===== src/rtl/pc_sequencer.sv =====
// Fetch/PC sequencer: fetches over a req/ack handshake, holds the word for the decoder and commits the next PC on retire.
// Optional build macro PC_SEQ_ALIGN_CHK_EN: halt with a sticky misaligned flag instead of silently aligning the committed PC.
module pc_sequencer #(
  parameter int unsigned          ADDR_W   = 32,
  parameter logic [ADDR_W-1:0]    RESET_PC = ADDR_W'(32'h0040_0000)
) (
  input  logic              clk,
  input  logic              rst_n,
  output logic              imem_req,
  output logic [ADDR_W-1:0] imem_addr,
  input  logic              imem_ack,
  input  logic [31:0]       imem_rdata,
  output logic [31:0]       ins,
  output logic              ins_valid,
  input  logic [1:0]        pc_inc,
  input  logic              pc_jump,
  input  logic              branch_taken,
  input  logic [ADDR_W-1:0] reg_rs_data,
  input  logic              ex_done,
  input  logic              resume,
  input  logic              resume_to_reset,
  output logic [ADDR_W-1:0] pc,
  output logic [ADDR_W-1:0] pc_plus4,
  output logic              halted,
  output logic              misaligned
);

  localparam int unsigned INS_W = 32;

  localparam logic [1:0] INC_STOP   = 2'b00;
  localparam logic [1:0] INC_NORMAL = 2'b01;
  localparam logic [1:0] INC_BRANCH = 2'b10;
  localparam logic [1:0] INC_JUMP   = 2'b11;

  typedef enum logic [1:0] {
    S_FETCH = 2'b00,
    S_WAIT  = 2'b01,
    S_EXEC  = 2'b10,
    S_HALT  = 2'b11
  } state_t;

  state_t            state_q, state_d;
  logic [ADDR_W-1:0] pc_q, pc_d;
  logic [ADDR_W-1:0] pc_plus4_q, pc_plus4_d;
  logic [INS_W-1:0]  ins_q, ins_d;
  logic              ins_valid_q, ins_valid_d;
  logic              imem_req_q, imem_req_d;
  logic              halted_q, halted_d;
  logic              misaligned_q, misaligned_d;

  logic [ADDR_W-1:0] branch_off;
  logic [ADDR_W-1:0] next_pc;

  // Target of the held instruction, from the decoder fields and branch flag
  always_comb begin
    branch_off = ADDR_W'($signed({ins_q[15:0], 2'b00}));
    next_pc    = pc_plus4_q;
    case (pc_inc)
      INC_NORMAL: next_pc = pc_plus4_q;
      INC_BRANCH: next_pc = branch_taken ? (pc_plus4_q + branch_off) : pc_plus4_q;
      INC_JUMP:   next_pc = pc_jump ? reg_rs_data
                                    : {pc_plus4_q[ADDR_W-1:28], ins_q[25:0], 2'b00};
      default:    next_pc = pc_plus4_q;
    endcase
  end

  // Next-state and next-output logic
  always_comb begin
    state_d      = state_q;
    pc_d         = pc_q;
    ins_d        = ins_q;
    ins_valid_d  = ins_valid_q;
    imem_req_d   = imem_req_q;
    halted_d     = halted_q;
    misaligned_d = misaligned_q;

    case (state_q)
      S_FETCH: begin
        imem_req_d = 1'b1;
        state_d    = S_WAIT;
      end
      S_WAIT: begin
        if (imem_ack) begin
          ins_d       = imem_rdata;
          imem_req_d  = 1'b0;
          ins_valid_d = 1'b1;
          state_d     = S_EXEC;
        end
      end
      S_EXEC: begin
        // STOP takes priority over a retire in the same cycle
        if (pc_inc == INC_STOP) begin
          ins_valid_d = 1'b0;
          halted_d    = 1'b1;
          state_d     = S_HALT;
        end else if (ex_done) begin
          ins_valid_d = 1'b0;
`ifdef PC_SEQ_ALIGN_CHK_EN
          if (next_pc[1:0] != 2'b00) begin
            halted_d     = 1'b1;
            misaligned_d = 1'b1;
            state_d      = S_HALT;
          end else begin
            pc_d    = next_pc;
            state_d = S_FETCH;
          end
`else
          pc_d    = next_pc & ~ADDR_W'(3);
          state_d = S_FETCH;
`endif
        end
      end
      S_HALT: begin
        if (resume) begin
          pc_d     = resume_to_reset ? RESET_PC : pc_plus4_q;
          halted_d = 1'b0;
          state_d  = S_FETCH;
        end
      end
      default: state_d = S_FETCH;
    endcase

    pc_plus4_d = pc_d + ADDR_W'(4);
  end

  // State and output registers
  always_ff @(posedge clk or negedge rst_n) begin
    if (!rst_n) begin
      state_q      <= S_FETCH;
      pc_q         <= RESET_PC;
      pc_plus4_q   <= RESET_PC + ADDR_W'(4);
      ins_q        <= '0;
      ins_valid_q  <= 1'b0;
      imem_req_q   <= 1'b0;
      halted_q     <= 1'b0;
      misaligned_q <= 1'b0;
    end else begin
      state_q      <= state_d;
      pc_q         <= pc_d;
      pc_plus4_q   <= pc_plus4_d;
      ins_q        <= ins_d;
      ins_valid_q  <= ins_valid_d;
      imem_req_q   <= imem_req_d;
      halted_q     <= halted_d;
      misaligned_q <= misaligned_d;
    end
  end

  assign imem_req   = imem_req_q;
  assign imem_addr  = pc_q;
  assign ins        = ins_q;
  assign ins_valid  = ins_valid_q;
  assign pc         = pc_q;
  assign pc_plus4   = pc_plus4_q;
  assign halted     = halted_q;
  assign misaligned = misaligned_q;

endmodule


===== config.mk =====
export PLATFORM = sky130hd
export DESIGN_NAME = pc_sequencer
export DESIGN_NICKNAME = d
export VERILOG_FILES = /design/src/rtl/pc_sequencer.sv
export SDC_FILE = /design/constraint.sdc
export NUM_CORES = 1
export LEC_CHECK = 0
export ABC_CLOCK_PERIOD_IN_PS = 3700
export CORE_MARGIN = 8
export CORE_UTILIZATION = 30
export DETAILED_ROUTE_END_ITERATION = 10
export PLACE_DENSITY = 0.65
export SETUP_SLACK_MARGIN = 0.3
export SLEW_MARGIN = 20
export SYNTH_ARGS = -nofsm -noshare
export SYNTH_HDL_FRONTEND = slang
export SYNTH_SLANG_ARGS = --single-unit

===== constraint.sdc =====
create_clock -name clk -period 3.7 [get_ports clk]
set_input_delay 0.74 -clock clk [delete_from_list [all_inputs] [get_ports clk]]
set_output_delay 0.74 -clock clk [all_outputs]
set_load 0.02 [all_outputs]

==> summary.md <==
| Metric | Value |
|---|---|
| Finished Core Util | 44.1% |
| Clk_lat worst skew | 0.36 ns |
| R2R Path End | pc_plus4[27] |
| Clock transition at the registers of the reported paths | 0.07 ns |
| Fill cell count | 2666 |
| Post-Syn Area per Cell | 8.88 sq um |
| Max_slew headroom | 64.4% |
| CTS Buffer Depth | 2 |
| WS Path Type | flop to flop |
| CP arrival | 3.80 ns |
| Wl on met1 | 14.1 mm |
| R2R Setup Slk | 0.18 ns |
| Reg2reg start | pc_plus4[2] |
| Initial Util | 30.2% |
| Hold slack final | 0.356 ns |
| Synthesized net count | 1015 |
| Initial antenna violation count | 0 |
| Actual slew at the worst max-slew pin | 0.534 ns |
| Antenna Violating Nets Remaining | 0 |
| Power per cell area | 1020 mW/mm^2 |
| Clock skew | 0.0121 ns |
| Fmax | 284 MHz |
| Routed via count | 8615 |
| Vias per cell | 5.54 |
| Period utilisation layout | 95.0% |
| IO Count | 206 |
| Initial drt markers | 816 |
| Cell with the most instances after synthesis | a21oi_1 |
| Final WL | 32.7 mm |
| Final Max Slew Viols | 0 |
| Die ar. | 0.0325 sq mm |
| RSZ-0062 raised after global routing | yes |
| Crit-path max FO | 6 |
| Met3 wire len | 3.09 mm |
| Yosys warns | 0 |
| Met2 wire length | 14.7 mm |
| Drt first pass iters | 5 |
| FF-to-FF path depth | 15 |
| Final instance area | 0.0118 sq mm |
| Area Growth Syn to Fin | 45.9% |
| Rows | 60 |
| Post-route setup slack | 0.183 ns |
| Die X | 180 microns |
| Placed cell count | 1517 |
| Num Clock Sinks | 99 |
| Setup TNS | 0 ns |
| WP data required | 3.98 ns |
| Antenna diodes | 0 |
| CP Launch Type | flop |
| Register bit total from synthesis | 99 |
| Post-layout min period | 3.52 ns |
| Share of layout cells above drive strength 1 | 24.9% |
| Top Metal Used | met4 |
| Synth Instances | 910 |
| Post-DP HPWL | 25.6 mm |
| Area leader, netlist | dfrtp_1 |
| Total track usage | 19.5% |
| Total power | 12.0 mW |
| Post-synthesis cell type count | 100 |
| Average wire per standard cell | 21.0 microns |
| Vias in the first global route | 8706 |
| Cell Area, Placed | 0.0112 sq mm |
| First-pass GRT wire length | 50.4 mm |
| Final setup fails | 0 |
| Largest net degree at the start of global routing | 63 |
| HP Class | primary input to async pin |
| Number of synthesized flops with an enable pin | 0 |
| VDD IR max | 0.000429 V |
| Pleak | 4.98 nW |
| # nets final | 1315 |
| Chip height | 180 microns |
| Post-Syn Area | 0.00808 sq mm |
| CP Capture Type | flop |
| Pre-CTS setup slack | -0.218 ns |
| GR Overflow Total | 0 |
| Post-synth ARST share | 100% |
| Core area | 0.0267 sq mm |
| CTS tree | done |
| Status | complete, no violations |
| Yosys top cell area share | 29.7% |
| Final Hold Fails | 0 |
| # DRC | 0 |
| Htree depth | 3 |
| Top FF cell, synth | dfrtp_1 |
| Num CTS Buffers | 9 |
| Register area share after synthesis | 30.7% |
| GP Congestion | 0.941 |
| Finished Layout Cells | 1556 |
| Synth cell count leaders | a21oi_1, dfrtp_1, nand2_1 |
| Port bufs | 202 |
| MaxCap Viol Count | 0 |
| Clock root buffer | clkbuf_16 |
| Synth area leaders | dfrtp_1, a21oi_1, mux2_2, ha_1, buf_4 |
[routing by layer]
| metal | vias up | track usage, % |
|---|---|---|
| li1 | 3950 | - |
| met1 | 4168 | 25.7 |
| met2 | 432 | 30.8 |
| met3 | 65 | 5.06 |
| met4 | 0 | 5.62 |
| met5 | - | 0 |
[worst max-delay path, stage by stage (launching register included)]
cell and delay, ns:
dfstp_2 0.55, ha_4 0.13, inv_2 0.04, fa_2 0.39, nor2b_4 0.14, o31a_1 0.20
buf_6 0.14, o21ai_4 0.07, a2111oi_4 0.36, buf_4 0.17, o22ai_2 0.10, xor2_1 0.20
a221oi_2 0.33, and3_4 0.27, and4_4 0.22, xor2_2 0.12
[cell type report]
type	count	area (sq um)	share of cell area, %
clock buffers	10	229	1.94
well taps	341	427	3.62
multi-input cells	695	5070	43.0
clock inverters	6	47.5	0.403
flip-flops and latches	99	2480	21.1
repair buffers	378	3430	29.1
inverters	27	101	0.860
[kinds of logic after synthesis]
logic type / count (synthesis) / synth area share (%)
AO/OA/AOI/OAI: 312 / 26.0
AND/OR/NAND/NOR: 248 / 16.7
buffers and inverters: 116 / 8.73
flip-flops: 99 / 30.7
multiplexers: 66 / 8.82
XOR/XNOR: 37 / 4.10
adder cells (fa/ha/maj): 31 / 4.89
other: 1 / 0.0464
[worst max path at each step]
stage	start	to	slack, ns	cells after the start
4_1_cts	pc_plus4[2]	pc_plus4[27]	0.11	14
2_1_floorplan	pc_plus4[2]	pc_plus4[27]	0.30	14
5_1_grt	pc_plus4[2]	pc_plus4[28]	0.09	15
6_report	pc_plus4[2]	pc_plus4[27]	0.18	15
3_3_place_gp	pc_inc[1]	pc_plus4[27]	-0.20	14
3_5_place_dp	pc_inc[1]	pc_plus4[28]	-0.22	14
[cell usage in the layout, fill, tap and decap left out, types with 7 or more instances in the layout]
cell type          n
clkdlybuf4s50_1  198
buf_4            162
a21oi_1           97
dfrtp_1           95
nand2_1           60
o21ai_0           54
nor2_1            52
mux2_2            42
xnor2_1           28
ha_1              27
inv_1             24
mux2i_1           24
nand3_1           19
nor2b_1           16
o22ai_1           15
and3_1            12
a211oi_1          12
o211ai_1          12
nand4_1           11
a211o_1           11
a21o_1            10
buf_6             10
o21bai_1           9
clkbuf_16          9
a31oi_1            8
a221oi_1           8
nor3_1             8
xor2_1             7
nand2b_1           7
o21a_1             7
[state kept, by name, summed over array words and instances, names as in the netlist, named ones only]
signal / cells
ins_valid: 1
imem_req: 1
halted: 1
imem_addr: 30
state_q: 2
pc_plus4: 30
ins: 32
[report_power, final]
part           internal (mW)  leakage, nW  switching [mW]
Combinational           4.06         3.66            4.70
Clock                  0.464        0.133           0.470
Sequential              1.62         1.18           0.687
Total                   6.15         4.98            5.86
[timing repair]
action                                 in CTS  in global routing
gates resized for setup                    25                 23
setup buffers                              18                  5
endpoints found under the hold margin       0                  0
setup endpoints to repair                  17                 20
hold buffers                                0                  0
pin swaps                                  32                 30
Note: power is estimated with default switching activity, not from simulation.
